[src/rtl/seq_mult4_pkg.sv]
`default_nettype none
// ============================================================================
// Module   : seq_mult4_pkg
// Purpose  : Shared definitions for the sequential shift-and-add multiplier.
//            Holds the default operand width and the controller state
//            encoding. Encoding 2'd3 is unused; the controller maps it to
//            IDLE.
// Ports    : none (package)
// Revision : 1.0 - initial release
// ============================================================================
package seq_mult4_pkg;

  // Default operand width. The product is twice this width.
  localparam int unsigned SEQ_MULT4_WIDTH = 4;

  // Controller states. The encoding is fixed so that it stays stable across
  // tools and debug views.
  typedef enum logic [1:0] {
    ST_IDLE = 2'd0,
    ST_RUN  = 2'd1,
    ST_DONE = 2'd2
  } state_t;

endpackage : seq_mult4_pkg
`default_nettype wire

[src/rtl/seq_mult4_rca_nbit.sv]
`default_nettype none
// ============================================================================
// Module   : fa_cell / rca_nbit
// Purpose  : fa_cell is the 1-bit full-adder cell. rca_nbit chains WIDTH of
//            these cells into a ripple-carry adder. The adder is purely
//            combinational.
// Ports    : A    [WIDTH-1:0] in  - addend
//            B    [WIDTH-1:0] in  - addend
//            cin              in  - carry in
//            S    [WIDTH-1:0] out - sum
//            cout             out - carry out of the MSB
// Revision : 1.0 - initial release
// ============================================================================
module fa_cell (
  input  logic a,
  input  logic b,
  input  logic ci,
  output logic s,
  output logic co
);
  assign s  = a ^ b ^ ci;
  assign co = (a & b) | (ci & (a ^ b));
endmodule : fa_cell

module rca_nbit
  import seq_mult4_pkg::*;
#(
  parameter int unsigned WIDTH = SEQ_MULT4_WIDTH
) (
  input  logic [WIDTH-1:0] A,
  input  logic [WIDTH-1:0] B,
  input  logic             cin,
  output logic             cout,
  output logic [WIDTH-1:0] S
);

  // w_carry[i] is the carry into bit i. w_carry[WIDTH] is the final carry out.
  logic [WIDTH:0] w_carry;

  assign w_carry[0] = cin;

  for (genvar gi = 0; gi < WIDTH; gi++) begin : g_fa
    fa_cell u_fa (
      .a  (A[gi]),
      .b  (B[gi]),
      .ci (w_carry[gi]),
      .s  (S[gi]),
      .co (w_carry[gi+1])
    );
  end

  assign cout = w_carry[WIDTH];

endmodule : rca_nbit
`default_nettype wire

[src/rtl/seq_mult4.sv]
`default_nettype none
// ============================================================================
// Module   : seq_mult4
// Purpose  : Sequential unsigned shift-and-add multiplier. It accepts A and B
//            on a start edge in IDLE and runs WIDTH iterations. It then
//            presents the 2*WIDTH-bit product on P and pulses done for one
//            cycle.
// Ports    : clk                in  - system clock, rising edge
//            rst                in  - asynchronous active-high reset
//            start              in  - job request, sampled only in IDLE
//            A     [WIDTH-1:0]  in  - multiplicand, captured on accept edge
//            B     [WIDTH-1:0]  in  - multiplier, captured on accept edge
//            busy               out - high while state != IDLE
//            done               out - one-cycle pulse, P valid from then on
//            P     [2*WIDTH-1:0] out - registered product
// Revision : 1.0 - initial release
// ============================================================================
module seq_mult4
  import seq_mult4_pkg::*;
#(
  parameter int unsigned WIDTH = SEQ_MULT4_WIDTH,
  parameter int unsigned CNT_W = 3
) (
  input  logic               clk,
  input  logic               rst,
  input  logic               start,
  input  logic [WIDTH-1:0]   A,
  input  logic [WIDTH-1:0]   B,
  output logic               busy,
  output logic               done,
  output logic [2*WIDTH-1:0] P
);

  localparam logic [CNT_W-1:0] LAST_CNT = CNT_W'(WIDTH - 1);
  localparam logic [CNT_W-1:0] CNT_ONE  = CNT_W'(1);

  state_t               state_q,  state_d;
  logic [WIDTH-1:0]     mcand_q,  mcand_d;
  logic [WIDTH-1:0]     mult_q,   mult_d;
  logic [WIDTH-1:0]     acc_hi_q, acc_hi_d;
  logic [CNT_W-1:0]     cnt_q,    cnt_d;
  logic [2*WIDTH-1:0]   p_q,      p_d;

  logic [WIDTH-1:0]     w_addend;
  logic [WIDTH-1:0]     w_sum;
  logic                 w_cout;
  logic [WIDTH-1:0]     w_acc_next;
  logic [WIDTH-1:0]     w_mult_next;

  // Add the multiplicand only when the current multiplier LSB is set.
  assign w_addend = mult_q[0] ? mcand_q : '0;

  rca_nbit #(
    .WIDTH (WIDTH)
  ) u_rca (
    .A    (acc_hi_q),
    .B    (w_addend),
    .cin  (1'b0),
    .cout (w_cout),
    .S    (w_sum)
  );

  // The expression {cout,sum,mult} >> 1 is written out field by field.
  // The consumed multiplier LSB drops off the bottom, and the sum LSB moves
  // into the multiplier MSB.
  assign w_acc_next  = {w_cout, w_sum[WIDTH-1:1]};
  assign w_mult_next = {w_sum[0], mult_q[WIDTH-1:1]};

  always_comb begin
    state_d  = state_q;
    mcand_d  = mcand_q;
    mult_d   = mult_q;
    acc_hi_d = acc_hi_q;
    cnt_d    = cnt_q;
    p_d      = p_q;

    case (state_q)
      ST_IDLE: begin
        if (start) begin
          mcand_d  = A;
          mult_d   = B;
          acc_hi_d = '0;
          cnt_d    = '0;
          state_d  = ST_RUN;
        end
      end
      ST_RUN: begin
        acc_hi_d = w_acc_next;
        mult_d   = w_mult_next;
        cnt_d    = cnt_q + CNT_ONE;
        if (cnt_q == LAST_CNT) begin
          p_d     = {w_acc_next, w_mult_next};
          state_d = ST_DONE;
        end
      end
      ST_DONE: begin
        state_d = ST_IDLE;
      end
      default: begin
        // Unused encoding: fall back to a safe idle state.
        state_d = ST_IDLE;
      end
    endcase
  end

  always_ff @(posedge clk or posedge rst) begin
    if (rst) begin
      state_q  <= ST_IDLE;
      mcand_q  <= '0;
      mult_q   <= '0;
      acc_hi_q <= '0;
      cnt_q    <= '0;
      p_q      <= '0;
    end else begin
      state_q  <= state_d;
      mcand_q  <= mcand_d;
      mult_q   <= mult_d;
      acc_hi_q <= acc_hi_d;
      cnt_q    <= cnt_d;
      p_q      <= p_d;
    end
  end

  // Outputs are decoded from registered state only.
  assign busy = (state_q != ST_IDLE);
  assign done = (state_q == ST_DONE);
  assign P    = p_q;

endmodule : seq_mult4
`default_nettype wire

[config.mk]
export PLATFORM = sky130hd
export DESIGN_NAME = seq_mult4
export DESIGN_NICKNAME = d
export VERILOG_FILES = /design/src/rtl/seq_mult4_pkg.sv /design/src/rtl/seq_mult4_rca_nbit.sv /design/src/rtl/seq_mult4.sv
export SDC_FILE = /design/constraint.sdc
export NUM_CORES = 1
export LEC_CHECK = 0
export CAP_MARGIN = 30
export CELL_PAD_IN_SITES_DETAIL_PLACEMENT = 1
export CELL_PAD_IN_SITES_GLOBAL_PLACEMENT = 2
export CORE_MARGIN = 5
export CORE_UTILIZATION = 36
export CTS_CLUSTER_DIAMETER = 150
export DETAILED_ROUTE_END_ITERATION = 8
export PLACE_DENSITY = 0.87
export RECOVER_POWER = 100
export SETUP_SLACK_MARGIN = 0.05
export SYNTH_ARGS = -nofsm -noshare
export SYNTH_HDL_FRONTEND = slang
export SYNTH_SLANG_ARGS = --single-unit
export TNS_END_PERCENT = 1
[constraint.sdc]
create_clock -name clk -period 6.11 [get_ports clk]
set_clock_uncertainty 0.1 [all_clocks]
set_input_delay 0.611 -clock clk [delete_from_list [all_inputs] [get_ports clk]]
set_output_delay 0.611 -clock clk [all_outputs]
set_load 0.005 [all_outputs]
== Word-level counts from Yosys, hierarchy flattened ==
Cells that the tools add are included.

* Add/sub/neg operators: 1
* Equality and inequality tests: 5
* Multiplexer cells: 10
* Reductions and logical operators: 7
* Shift operators: 0
* Bitwise logic cells: 17
* Multipliers: 0
* Order comparisons: 0
* Div/mod/pow operators: 0

{| class="wikitable"
|+ Operator list
! operator !! count
|-
| 4-bit one-hot mux with 2 select lines || 2
|-
| 4-bit two-way mux || 3
|-
| 2-bit AND reduction || 4
|-
| 1-bit bitwise AND || 7
|-
| 1-bit bitwise XOR || 7
|-
| 3-bit one-hot mux with 2 select lines || 1
|-
| 2-bit two-way mux || 2
|-
| 2-bit inequality test, second input constant || 2
|-
| 2-bit one-hot mux with 2 select lines || 1
|-
| 2-bit nonzero test || 2
|-
| 3-bit by 1-bit adder with 3-bit output, second input constant || 1
|-
| 3-bit by 2-bit equality test with 1-bit output, second input constant || 1
|-
| 3-bit two-way mux || 1
|-
| 1-bit bitwise OR || 3
|-
| 2-bit by 1-bit equality test with 1-bit output, second input constant || 1
|-
| 2-bit equality test, second input constant || 1
|-
| 2-bit zero test || 1
|}

* Bits in read-only memories: 0
* Bits in latches: 0
* Bits in registers: 25
* Word-level logic and storage cells: 46
* Input bits: 11
* Output and inout port bits: 10
* Memories kept: 0
* RAM bits: 0

== Depth between registers and ports, before layout ==
* Depth after elaboration: 9
* Gate-level depth with buffers: 7
* Gate-level depth less buffers: 7

== Hierarchy ==
Synthesis repeated with hierarchy kept, for this count alone.

* Cells, all modules: 85
* Area, all modules: 1,109.8 sq um

{| class="wikitable"
|+ By module, submodules not included
! module !! instances !! area an instance (sq um) !! sequential area each (sq um) !! cells an instance
|-
| seq_mult4 || 1 || 1,029.7 || 625.6 || 81
|-
| fa_cell || 4 || 20.0 || 0.0 || 1
|}

== Worst setup path after synthesis ==
No wires, ideal clock.

* Kind: register to register
* Start: register mult_q[0]
* End: register p_q[6], in the netlist P[6]
* Arrival time: 2,017 ps
* Stages on the path, launching flop included: 8
* Period minus slack after synthesis: 2,197 ps
* Buffers on the path: 0
* Library setup time: 79 ps
* Data required time: 5,931 ps
* Slack: 3,913 ps
* Path through: dfrtp_1 -> and2_1 -> ha_1 -> fa_1 -> fa_1 -> inv_1 -> fa_1 -> mux2i_1

* Word-level cells in the longest chain between the ends: 7

{| class="wikitable"
|+ RTL lines
! what !! line !! text
|-
| from (decl) || seq_mult4.sv:39 || <nowiki>logic [WIDTH-1:0] mult_q, mult_d;</nowiki>
|-
| from (signal assigned) || seq_mult4.sv:117 || <nowiki>mult_q <= mult_d;</nowiki>
|-
| 4-bit two-way mux * || seq_mult4.sv:51 || <nowiki>assign w_addend = mult_q[0] ? mcand_q : '0;</nowiki>
|-
| 1-bit bitwise AND / 1-bit bitwise XOR (equally long branches) || seq_mult4_rca_nbit.sv:22 || <nowiki>assign co = (a & b) | (ci & (a ^ b));</nowiki>
|-
| 1-bit bitwise AND || seq_mult4_rca_nbit.sv:22 ||
|-
| 1-bit bitwise OR || seq_mult4_rca_nbit.sv:22 ||
|-
| 1-bit bitwise AND || seq_mult4_rca_nbit.sv:22 ||
|-
| 1-bit bitwise OR || seq_mult4_rca_nbit.sv:22 ||
|-
| 1-bit bitwise XOR * || seq_mult4_rca_nbit.sv:21 || <nowiki>assign s = a ^ b ^ ci;</nowiki>
|-
| to (signal assigned) || seq_mult4.sv:120 || <nowiki>p_q <= p_d;</nowiki>
|-
| to (decl) || seq_mult4.sv:42 || <nowiki>logic [2*WIDTH-1:0] p_q, p_d;</nowiki>
|}

Every way passes the cells marked *; elsewhere a longest branch is shown, timed or not.
A chain may end at the register's enable or synchronous reset.

== Final worst setup path ==
* Start: register state_q[0]
* End: output port busy

* Word-level cells in the longest chain between the ends: 1

{| class="wikitable"
|+ RTL lines
! what !! line !! text
|-
| from (decl) || seq_mult4.sv:37 || <nowiki>state_t state_q, state_d;</nowiki>
|-
| from (signal assigned) || seq_mult4.sv:115 || <nowiki>state_q <= state_d;</nowiki>
|-
| 2-bit nonzero test || seq_mult4.sv:125 || <nowiki>assign busy = (state_q != ST_IDLE);</nowiki>
|-
| to (decl) || seq_mult4.sv:29 || <nowiki>output logic busy,</nowiki>
|}

Every way passes these cells.

==> flow_summary.yaml <==
run_status:
  status: "completed"
critical_path:
  crit_path_start_kind: "flop"
  slowest_delay_ns: 0.58
  path_depth: 2
  endpoint: "busy"
  reg2reg_depth: 7
  critical_path.top_delay_family: "flip-flops"
  slowest_stage: "dfrtp_1"
  crit_buf_inv: 1
  r2r-start: "mult_q[0]"
  endpoint_kind: "output pin"
  r2r-end: "acc_hi_q[2]"
  path_class: "reg2out"
  required_ns: 5.40
  reg2reg_slack_ns: 3.75
  cp_cell_sequence: "or2_2 > dlygate4sd3_1"
  arrival_ns: 1.83
  crit_fanout: 16
  crit_start: "state_q[0]"
cells_and_area:
  final_cell_mix: "25 x dfrtp_1, 12 x inv_1, 12 x dlygate4sd3_1"
  diodes: 0
  fin_util_pct: 46.1
  post-route-cell-area_um2: 1420
  final_cells: 156
  nets: 130
  fillers: 334
  layout_commonest_cell: "dfrtp_1"
  area_growth_pct: 22.6
  layout-drive-gt1-share_pct: 8.93
floorplan:
  row_count: 20
  core-area_um2: 3080
  start_util_pct: 37.6
  die_y_um: 66.7
  io_pins: 21
  die_area_um2: 4450
  die_w_um: 66.7
sta:
  max_slew_margin_pct: 37.0
  hold_viol: 0
  whs_ns: 0.404
  rsz0062_at_grt: "no"
  fin_setup_tns_ns: 0
  setup_viol: 0
  fin_crit_sh_pct: 41.6
  worst_pin_slew_ns: 0.946
  drv_slew: 0
  timing.fmax_mhz: 393
  min_period_ns: 2.54
cts:
  ctsHtreeMaxLevel: 1
  post_cts_buffers: 0
  clockBufferDepth: 2
  cts_root_buf: "clkbuf_4"
  clkSinkCount: 25
  cts_tree: "done"
  cts_resized: 0
  numCtsBuffers: 3
  clk_pin_slew_ns: 0.14
  ctsHoldBuffers: 0
  insertion_delay_ns: 0.31
routing:
  drcViolationCount: 0
  wl_mm: 2.33
  first_pass_iters: 4
  avgRoutedWirePerCell_um: 14.9
  ant_nets: 0
  first_iter_violations: 6
  via_per_inst: 4.83
  vias: 753
power_and_ir_drop:
  combPwrFrac_pct: 43.6
  p_leak_nw: 0.645
  peakVddDrop_v: 0.000168
  power_density_nw_per_um2: 477
  power_frac_clock_pct: 11.0
  switching_share_pct: 35.7
  p_int_uw: 436
  pwr-share-seq_pct: 45.4
  p_switching_uw: 241
yosys:
  syn_avg_cell_area_um2: 12.7
  synth_seq_area_share_pct: 54.0
  postSynthCellCount: 91
  yosysWarningCount: 0
  synth_area_leaders: "dfrtp_1 54%, mux2_1 5.8%, fa_1 5.2%, mux2_2 4.9%, inv_1 3.9%"
  synth_top_area_cell: "dfrtp_1"
  syn-num-nets: 108
  syn_area_um2: 1160
  synth-seq-cells: 25
  synth_top_area_share_pct: 54.0
  synth.distinct_cells: 22
hold_path:
  hold_class: "reg2reg"
placement:
  dp_cells: 151
  dp_hpwl_mm: 1.79
  io_buffers: 20
  gp_congestion: 0.662
  placed_area_um2: 1390
global_route:
  grt_max_degree: 26
  overflow: 0
  grt_pass1_wl_mm: 4.11
  grt_pass1_vias: 879
  grtUsageTotal_pct: 12.5
  antenna_found_initial: 0
run:
  drv_cap: 0
worst min path at each step:
stage	from	to	slack, ns	cells after the start
6_report	P[1]	P[1]	0.40	1
5_1_grt	P[0]	P[0]	0.43	1
4_1_cts	P[1]	P[1]	0.42	1
3_5_place_dp	P[1]	P[1]	0.38	1
3_3_place_gp	cnt_q[2]	cnt_q[2]	0.37	1
2_1_floorplan	acc_hi_q[3]	acc_hi_q[3]	0.36	1
worst register-to-register path, cell delays in order (launching register included):
cell	delay [ns]
dfrtp_1	0.44
and2_0	0.17
ha_1	0.20
fa_1	0.37
fa_1	0.36
inv_1	0.07
fa_1	0.44
o2bb2ai_1	0.15
stage by stage:
stage | total power, mW | setup WS [ns]
5_1_grt | 0.749 | 3.47
3_5_place_dp | 0.631 | 3.77
4_1_cts | 0.706 | 3.69
6_report | 0.677 | 3.57
2_1_floorplan | 0.500 | 3.91
3_3_place_gp | 0.612 | 3.80
state kept, by name, indices dropped and copies added (netlist names):
register	count
mcand_q	4
acc_hi_q	4
state_q	2
P	8
mult_q	4
cnt_q	3
Yosys cell counts, drive strengths merged:
cell type	n
nor2	3
nor4b	4
buf	4
fa	3
nor2b	2
a21oi	1
or2	1
and2	3
a221oi	4
ha	3
o2bb2ai	3
nand2	1
mux2	11
o21bai	1
inv	12
nand2b	3
a22o	3
dfrtp	25
mux2i	2
nand3b	1
nor3b	1
power by group through the flow:
stage	sequential (mW)	combinational [mW]	clock (mW)
after global routing	0.323	0.338	0.0873
after detailed placement	0.316	0.315	0
final	0.308	0.295	0.0744
after global placement	0.310	0.302	0
after floorplan	0.290	0.209	0
after CTS	0.311	0.317	0.0783
routing by layer:
layer | up-vias | track usage [%] | wire, um
li1 | 358 | - | -
met1 | 386 | 14.0 | 992
met2 | 7 | 23.4 | 1270
met3 | 2 | 2.70 | 52
met4 | 0 | 3.81 | 15
met5 | - | 0 | 0
kinds of logic (layout without fill, tap and decap cells):
kind of cell / count (synthesis) / in the layout / share of synthesized area, %
adders and majority gates: 6 / 6 / 8.42
buffers and inverters: 16 / 37 / 5.62
muxes: 13 / 13 / 12.4
AOI/OAI and AO/OA: 12 / 12 / 8.64
DFF: 25 / 25 / 54.0
and+or+nand+nor: 19 / 19 / 10.9
area by class of cell:
| type | instances | area [um2] | area share [%] |
|---|---|---|---|
| multi-input cells | 50 | 463 | 32.6 |
| flip-flops and latches | 25 | 626 | 44.1 |
| clock inverters | 1 | 5.00 | 0.352 |
| inverters | 12 | 45.0 | 3.17 |
| clock buffers | 3 | 22.5 | 1.59 |
| well taps | 44 | 55.1 | 3.88 |
| repair buffers | 21 | 204 | 14.4 |
(Power assumes the default switching activity.)
